===== config.mk =====
export PLATFORM = sky130hd
export DESIGN_NAME = rca_config_unit
export DESIGN_NICKNAME = d
export VERILOG_FILES = /design/src/rtl/rca_config_unit.sv
export SDC_FILE = /design/constraint.sdc
export NUM_CORES = 1
export LEC_CHECK = 0
export CORE_MARGIN = 2
export CORE_UTILIZATION = 44
export DETAILED_ROUTE_END_ITERATION = 8
export PLACE_DENSITY_LB_ADDON = 0.2
export SLEW_MARGIN = 40
export SYNTH_ARGS = -nofsm -noshare
export SYNTH_HDL_FRONTEND = slang
export SYNTH_SLANG_ARGS = --single-unit

===== constraint.sdc =====
create_clock -name clk -period 2.2 [get_ports clk]
set_input_delay 0.22 -clock clk [delete_from_list [all_inputs] [get_ports clk]]
set_output_delay 0.22 -clock clk [all_outputs]
set_load 0.05 [all_outputs]

===== src/rtl/rca_config_unit.sv =====
// rtl/rca_config_unit.sv - RCA register-address config unit with per-RCA in-flight drain
module rca_config_unit #(
  parameter int NUM_RCAS        = 3,
  parameter int NUM_READ_PORTS  = 5,
  parameter int NUM_WRITE_PORTS = 2,
  parameter int MAX_IDS         = 8,
  localparam int IDW = (MAX_IDS > 1) ? $clog2(MAX_IDS) : 1,
  localparam int RSW = (NUM_RCAS > 1) ? $clog2(NUM_RCAS) : 1,
  localparam int PSW = (NUM_READ_PORTS > 1) ? $clog2(NUM_READ_PORTS) : 1
) (
  input  logic                                          clk,
  input  logic                                          rst,
  input  logic                                          cfg_valid,
  output logic                                          cfg_ready,
  input  logic [RSW-1:0]                                cfg_rca_sel,
  input  logic [PSW-1:0]                                cfg_port_sel,
  input  logic                                          cfg_src_dest,
  input  logic [4:0]                                    cfg_reg_addr,
  input  logic [IDW-1:0]                                cfg_id,
  output logic                                          wb_done,
  output logic [IDW-1:0]                                wb_id,
  input  logic                                          wb_ack,
  input  logic                                          use_issue,
  input  logic [RSW-1:0]                                use_rca_sel,
  output logic                                          use_ready,
  input  logic [NUM_RCAS-1:0]                           use_complete,
  output logic [NUM_RCAS-1:0][NUM_READ_PORTS-1:0][4:0]  rca_src_reg_addrs,
  output logic [NUM_RCAS-1:0][NUM_WRITE_PORTS-1:0][4:0] rca_dest_reg_addrs
);

  localparam logic [1:0] ST_IDLE  = 2'd0;
  localparam logic [1:0] ST_DRAIN = 2'd1;
  localparam logic [1:0] ST_DONE  = 2'd2;

  logic [1:0]                                    state_q, state_d;
  logic [RSW-1:0]                                tgt_q;
  logic [PSW-1:0]                                port_q;
  logic                                          sd_q;
  logic [4:0]                                    reg_q;
  logic [IDW-1:0]                                id_q;
  logic [NUM_RCAS-1:0][2:0]                      cnt_q, cnt_d;
  logic [NUM_RCAS-1:0][NUM_READ_PORTS-1:0][4:0]  src_q, src_d;
  logic [NUM_RCAS-1:0][NUM_WRITE_PORTS-1:0][4:0] dst_q, dst_d;
  logic [2:0]                                    use_cnt, tgt_cnt;
  logic                                          use_fire, tbl_wr, cfg_fire;

  // Look up the in-flight count for the use target and the config target; out-of-range selects read as idle
  always_comb begin
    use_cnt = '0;
    tgt_cnt = '0;
    for (int i = 0; i < NUM_RCAS; i++) begin
      if (use_rca_sel == RSW'(i)) use_cnt = cnt_q[i];
      if (tgt_q == RSW'(i))       tgt_cnt = cnt_q[i];
    end
  end

  // A use may not enter an RCA that is saturated or whose addresses are being rewritten
  assign use_ready = (use_cnt != 3'd7) && !((state_q != ST_IDLE) && (use_rca_sel == tgt_q));
  assign use_fire  = use_issue && use_ready;
  assign cfg_ready = (state_q == ST_IDLE);
  assign cfg_fire  = cfg_valid && cfg_ready;
  assign tbl_wr    = (state_q == ST_DRAIN) && (tgt_cnt == 3'd0);
  assign wb_done   = (state_q == ST_DONE);
  assign wb_id     = id_q;
  assign rca_src_reg_addrs  = src_q;
  assign rca_dest_reg_addrs = dst_q;

  // In-flight counters: issue and completion in the same cycle cancel; completions at zero are dropped
  always_comb begin
    cnt_d = cnt_q;
    for (int i = 0; i < NUM_RCAS; i++) begin
      if ((use_fire && (use_rca_sel == RSW'(i))) && !(use_complete[i] && (cnt_q[i] != 3'd0)))
        cnt_d[i] = cnt_q[i] + 3'd1;
      else if (!(use_fire && (use_rca_sel == RSW'(i))) && (use_complete[i] && (cnt_q[i] != 3'd0)))
        cnt_d[i] = cnt_q[i] - 3'd1;
    end
  end

  // Config sequencing: accept, wait for the target RCA to go idle, then report completion
  always_comb begin
    state_d = state_q;
    case (state_q)
      ST_IDLE:  if (cfg_valid) state_d = ST_DRAIN;
      ST_DRAIN: if (tgt_cnt == 3'd0) state_d = ST_DONE;
      ST_DONE:  if (wb_ack) state_d = ST_IDLE;
      default:  state_d = ST_IDLE;
    endcase
  end

  // Table update; writes to a nonexistent RCA or slot fall through without touching any entry
  always_comb begin
    src_d = src_q;
    dst_d = dst_q;
    if (tbl_wr) begin
      for (int r = 0; r < NUM_RCAS; r++) begin
        if (tgt_q == RSW'(r)) begin
          if (!sd_q) begin
            for (int p = 0; p < NUM_READ_PORTS; p++)
              if (port_q == PSW'(p)) src_d[r][p] = reg_q;
          end else begin
            for (int p = 0; p < NUM_WRITE_PORTS; p++)
              if (port_q == PSW'(p)) dst_d[r][p] = reg_q;
          end
        end
      end
    end
  end

  // State registers with synchronous reset; a reset mid-config drops it without writing or completing
  always_ff @(posedge clk) begin
    if (rst) begin
      state_q <= ST_IDLE;
      cnt_q   <= '0;
      src_q   <= '0;
      dst_q   <= '0;
      tgt_q   <= '0;
      port_q  <= '0;
      sd_q    <= 1'b0;
      reg_q   <= '0;
      id_q    <= '0;
    end else begin
      state_q <= state_d;
      cnt_q   <= cnt_d;
      src_q   <= src_d;
      dst_q   <= dst_d;
      if (cfg_fire) begin
        tgt_q  <= cfg_rca_sel;
        port_q <= cfg_port_sel;
        sd_q   <= cfg_src_dest;
        reg_q  <= cfg_reg_addr;
        id_q   <= cfg_id;
      end
    end
  end

endmodule

# Yosys cells after proc, flatten, opt, wreduce, memory -nomap -nowiden
# Index checks and enable logic that the tools add are counted.
[totals]
ff_bits = 130
in_bits = 24
output_inout_bits = 111
elab_cells = 126
[classes]
addsub = 6
eq_ne = 15
muxes = 16
bitwise_logic = 1
reduce_logical = 58
[ops]
columns = ["op", "count"]
rows = [
  ["$reduce_and 4->1", 21],
  ["$mux 3", 12],
  ["$logic_and 1x1->1", 17],
  ["$add 3x1->3 const B", 3],
  ["$reduce_bool 3->1", 3],
  ["$sub 3x1->3 const B", 3],
  ["$reduce_bool 2->1", 4],
  ["$logic_not 1->1", 7],
  ["$eq 2x1->1 const B", 3],
  ["$eq 2x2->1 const B", 3],
  ["$eq 3x2->1 const B", 2],
  ["$logic_not 2->1", 3],
  ["$logic_not 3->1", 2],
  ["$mux 2", 3],
  ["$pmux 2 s3", 1],
  ["$ne 2x1->1 const B", 2],
  ["$eq 3x1->1 const B", 1],
  ["$eq 3x3->1 const B", 1],
  ["$ne 3x3->1 const B", 1],
  ["$reduce_and 3->1", 1],
  ["$eq 2x2->1", 1],
  ["$ne 2x2->1 const B", 1],
  ["$not 1->1", 1],
]

# Longest topological paths before layout
[logic_depth]
ltp_word = 12
ltp_mapped = 10
ltp_nobuf = 10

# Worst setup path after synthesis
# OpenSTA, ideal clock, no wires.
[synth_path]
path_type = "register to register"
start = "reg state_q[1]"
end = "reg cnt_q[8] (netlist bit)"
setup_time_ps = 70
arrival_ps = 2683
required_ps = 2130
slack_ps = -554
path_stages_with_launch = 10
n_path_buf = 0
synth_period_minus_slack_ps = 2754
path_cell_list = "dfxtp_1 -> nor2_1 -> nor3b_1 -> nor4_1 -> ha_1 -> inv_1 -> fa_1 -> xor2_1 -> or3_1 -> a21oi_1"
[synth_between]
elab_chain_cells = 9
elab_cells_between_ends = 11
classes_between = "mux (1); reduce/logical (10)"
[synth_lines]
columns = ["element", "line", "text"]
rows = [
  ["start: declaration", "35", "logic [1:0] state_q, state_d;"],
  ["start signal: assignment", "122", "state_q <= state_d;"],
  ["$reduce_bool 2->1 *", "58", "assign use_ready = (use_cnt != 3'd7) && !((state_q != ST_IDLE) && (use_rca_sel == tgt_q));"],
  ["$logic_and 1x1->1 *", "58", ""],
  ["$logic_not 1->1 *", "58", ""],
  ["$logic_and 1x1->1 *", "58", ""],
  ["$logic_and 1x1->1 *", "59", "assign use_fire = use_issue && use_ready;"],
  ["$logic_and 1x1->1 *", "72, 74", ""],
  ["$logic_not 1->1", "74", "else if (!(use_fire && (use_rca_sel == RSW'(i))) && (use_complete[i] && (cnt_q[i] != 3'd0)))"],
  ["$logic_and 1x1->1", "74", ""],
  ["$reduce_bool 2->1 (no source line)", "n/a", ""],
  ["end signal: assignment", "123", "cnt_q <= cnt_d;"],
  ["end: declaration", "41", "logic [NUM_RCAS-1:0][2:0] cnt_q, cnt_d;"],
]
# Mark *: on every way between the ends. The rest lies on a longest branch, timed or not.
# A chain may end at the register's enable or synchronous reset.

# Final worst setup path
[layout_path]
start = "reg cnt_q[6] (netlist bit)"
end = "reg cnt_q[8] (netlist bit)"
[layout_between]
elab_chain_cells = 8
elab_cells_between_ends = 16
classes_between = "add/sub (2); eq/ne (1); mux (3); reduce/logical (10)"
[layout_lines]
columns = ["element", "line", "text"]
rows = [
  ["$mux 3", "52", "if (use_rca_sel == RSW'(i)) use_cnt = cnt_q[i];"],
  ["$ne 3x3->1", "58", ""],
  ["$logic_and 1x1->1", "58", ""],
  ["$logic_and 1x1->1", "59", ""],
  ["$logic_and 1x1->1", "72, 74", ""],
  ["$logic_not 1->1", "74", ""],
  ["$logic_and 1x1->1", "74", ""],
  ["$reduce_bool 2->1 (no source line)", "n/a", ""],
]
# Several ways; a longest one is shown, not always the timed one. The select of a mux whose other input is x is not followed.

==> impl_metrics.env <==
export IMPL_yosysSeqAreaShare=0.504
export IMPL_max_slew_margin=0.623
export IMPL_dpl_cell_area_um2=6860
export IMPL_hold_worst_slack_ns=0.189
export IMPL_cts_tree="built"
export IMPL_synth_area_top_cells="dfxtp_1 50%, mux2i_1 21%, nor2_1 8.4%, nand3_2 2.9%, nand2_1 2.3%"
export IMPL_synth_ff_latch_count=130
export IMPL_instances_no_fill=827
export IMPL_synthDistinctLibCells=37
export IMPL_ant_nets=0
export IMPL_clockRootBuffer="clkbuf_16"
export IMPL_fin_area_um2=7590
export IMPL_internal_power_w=0.00520
export IMPL_p_comb_frac=0.221
export IMPL_nFillCells=892
export IMPL_r2r_cells=10
export IMPL_clock_power_share=0.417
export IMPL_rsz0062_at_grt="yes"
export IMPL_grt_overflow_total=0
export IMPL_endpoint_kind="register"
export IMPL_cts_max_level=4
export IMPL_dieArea_um2=12600
export IMPL_viasPerCell=5.12
export IMPL_netlist_instances=517
export IMPL_cap_violations=0
export IMPL_cts_sinks=130
export IMPL_synth_fp_nets=547
export IMPL_pwr_share_seq=0.362
export IMPL_fin_crit_ns=2.27
export IMPL_clk_latency_ns=0.41
export IMPL_wl_um=14000
export IMPL_whs_path_depth=2
export IMPL_regArea_um2=2610
export IMPL_clock_skew_ns=0.00731
export IMPL_cts_buffers=17
export IMPL_dp_cells=793
export IMPL_multi_input_area_um2=2530
export IMPL_startpoint_type="register"
export IMPL_drive_gt1_frac=0.170
export IMPL_io_buffers=134
export IMPL_wire_per_inst_um=17.0
export IMPL_area_growth_pct=46.8
export IMPL_p_leak_nw=3.58
export IMPL_synth_top_cell_area_share=0.504
export IMPL_grt_max_degree=108
export IMPL_synth_edf_count=0
export IMPL_maxSlewViolCount=0
export IMPL_status="complete, but fails checks"
export IMPL_die_h_um=112
export IMPL_yosysTopAreaCell="dfxtp_1"
export IMPL_crit_fanout=4
export IMPL_fmax_ghz=0.441
export IMPL_hold_viol_final=0
export IMPL_synth_area_um2=5170
export IMPL_track_usage=0.226
export IMPL_crit_type="reg2reg"
export IMPL_tightest_slew_ns=0.564
export IMPL_setup_viol=2
export IMPL_synthFlopType="dfxtp_1"
export IMPL_start_util=0.453
export IMPL_p_sw_frac=0.280
export IMPL_antenna_found_initial=0
export IMPL_path_clk_slew_ns=0.06
export IMPL_hold_class="in2reg"
export IMPL_clockBufferDepth=2
export IMPL_finalCritPeriodShare=1.03
export IMPL_diodes=0
export IMPL_finalWorstSetupSlack_ns=-0.0659
export IMPL_dr_first_iter_drc_count=227
export IMPL_place_ws_ns=-0.571
export IMPL_drt_drc_violations_left=0
export IMPL_vias=4235
export IMPL_hpwl_um=9540
export IMPL_violations="setup timing"
export IMPL_grt_pass1_wl_um=22300
export IMPL_p_sw_w=0.00202
export IMPL_async_reset_ff_frac=0
export IMPL_fin_nets=702
export IMPL_ys_warn_count=0
export IMPL_gp_congestion=0.815
export IMPL_coreArea_um2=11400
export IMPL_die_x_um=112
export IMPL_p_per_area_nw_per_um2=952
export IMPL_grt_pass1_vias=4236
export IMPL_crit_required_ns=2.54
export IMPL_io_pins=135
export IMPL_cp_arrival_ns=2.60
export IMPL_finalSetupTns_ns=-0.0746
export IMPL_cts_hold_buf=0
export IMPL_syn_area_per_cell_um2=10.0
export IMPL_vdd_drop_max_mv=0.551
export IMPL_drt_pass1_iterations=4
export IMPL_row_count=39
[area by class of cell]
class	instances	area share
Tap cell	143	0.0236
Clock buffer	20	0.0589
Multi-Input combinational cell	350	0.334
Timing Repair Buffer	170	0.214
Sequential cell	130	0.344
Inverter	3	0.00148
Clock inverter	11	0.0244
[critical path, stage by stage (launching register included)]
cell     delay [ns]
dfxtp_2        0.32
nand4_1        0.10
o21a_1         0.18
o22ai_4        0.11
nor4_4         0.24
ha_2           0.23
inv_2          0.04
fa_2           0.34
xor2_2         0.16
or3_4          0.34
a21oi_2        0.13
[metal layers]
metal | up-vias | global-route usage | wire, um
met5 | - | 0 | 0
li1 | 2059 | - | -
met3 | 20 | 0.0686 | 830
met1 | 2042 | 0.278 | 6180
met2 | 114 | 0.369 | 6760
met4 | 0 | 0.0984 | 278
[power by group through the flow]
stage	Clock, W	Sequential [W]	Combinational (W)
after global routing	0.00317	0.00263	0.00171
final	0.00301	0.00262	0.00160
after global placement	0	0.00266	0.00144
after detailed placement	0	0.00266	0.00151
after CTS	0.00306	0.00261	0.00155
after floorplan	0	0.00271	0.000839
[flip-flops by register name, summed over array words and instances, names as in the netlist]
name and flops:
cnt_q 9, reg_q 5, state_q 2, rca_dest_reg_addrs 30, wb_id 3, tgt_q 2, rca_src_reg_addrs 75, port_q 3
sd_q 1
[Yosys cell counts, drive strengths merged, types with 2 or more instances]
library cell	count
dfxtp	130
nor2	116
mux2i	108
nand2	32
clkbuf	29
nand3	22
a21oi	18
xor2	8
nor3	6
buf	5
nor4b	4
or3	4
fa	3
ha	3
inv	3
nor3b	3
nor4	3
o21ai	3
and4bb	2
nand4	2
nor2b	2
nor4bb	2
[cell usage in the layout (no fill, tap or decap), types with 4 or more instances in the layout]
| cell type | n |
|---|---|
| nand3_1 | 7 |
| clkdlybuf4s50_1 | 130 |
| buf_4 | 37 |
| dfxtp_2 | 5 |
| nand2_1 | 32 |
| nor2_1 | 115 |
| xor2_1 | 7 |
| a21oi_1 | 15 |
| nand3_2 | 15 |
| bufinv_16 | 5 |
| clkbuf_16 | 17 |
| clkinv_2 | 4 |
| nor4b_2 | 4 |
| mux2i_1 | 108 |
| dfxtp_1 | 125 |
[kinds of logic after synthesis]
kind of cell / share of synthesized area
adder cells (fa/ha/maj): 0.0189
buffers and inverters: 0.0281
XOR/XNOR: 0.0136
AND/OR/NAND/NOR: 0.199
flip-flops: 0.504
multiplexers: 0.209
AO/OA/AOI/OAI: 0.0278
[per-stage QoR]
stage / utilization / total power [W]
4_1_cts: 0.658 / 0.00723
6_report: 0.664 / 0.00722
3_5_place_dp: 0.600 / 0.00417
5_1_grt: 0.664 / 0.00752
3_3_place_gp: 0.600 / 0.00410
2_1_floorplan: - / 0.00355
[worst paths after layout]
path,startpoint,to,slack (ns)
worst min register to register,wb_id[1],wb_id[1],0.46
worst max register to register,cnt_q[6],cnt_q[8],-0.07
worst max-delay path,cnt_q[6],cnt_q[8],-0.07
worst min-delay path,rst,rca_src_reg_addrs[38],0.19
[repair_timing]
item	4_1_cts	5_1_grt
pin swaps	2	4
gates resized for setup	5	14
gates cloned	0	0
setup endpoints to repair	3	4
setup buffers	1	2
(Power assumes the default switching activity.)
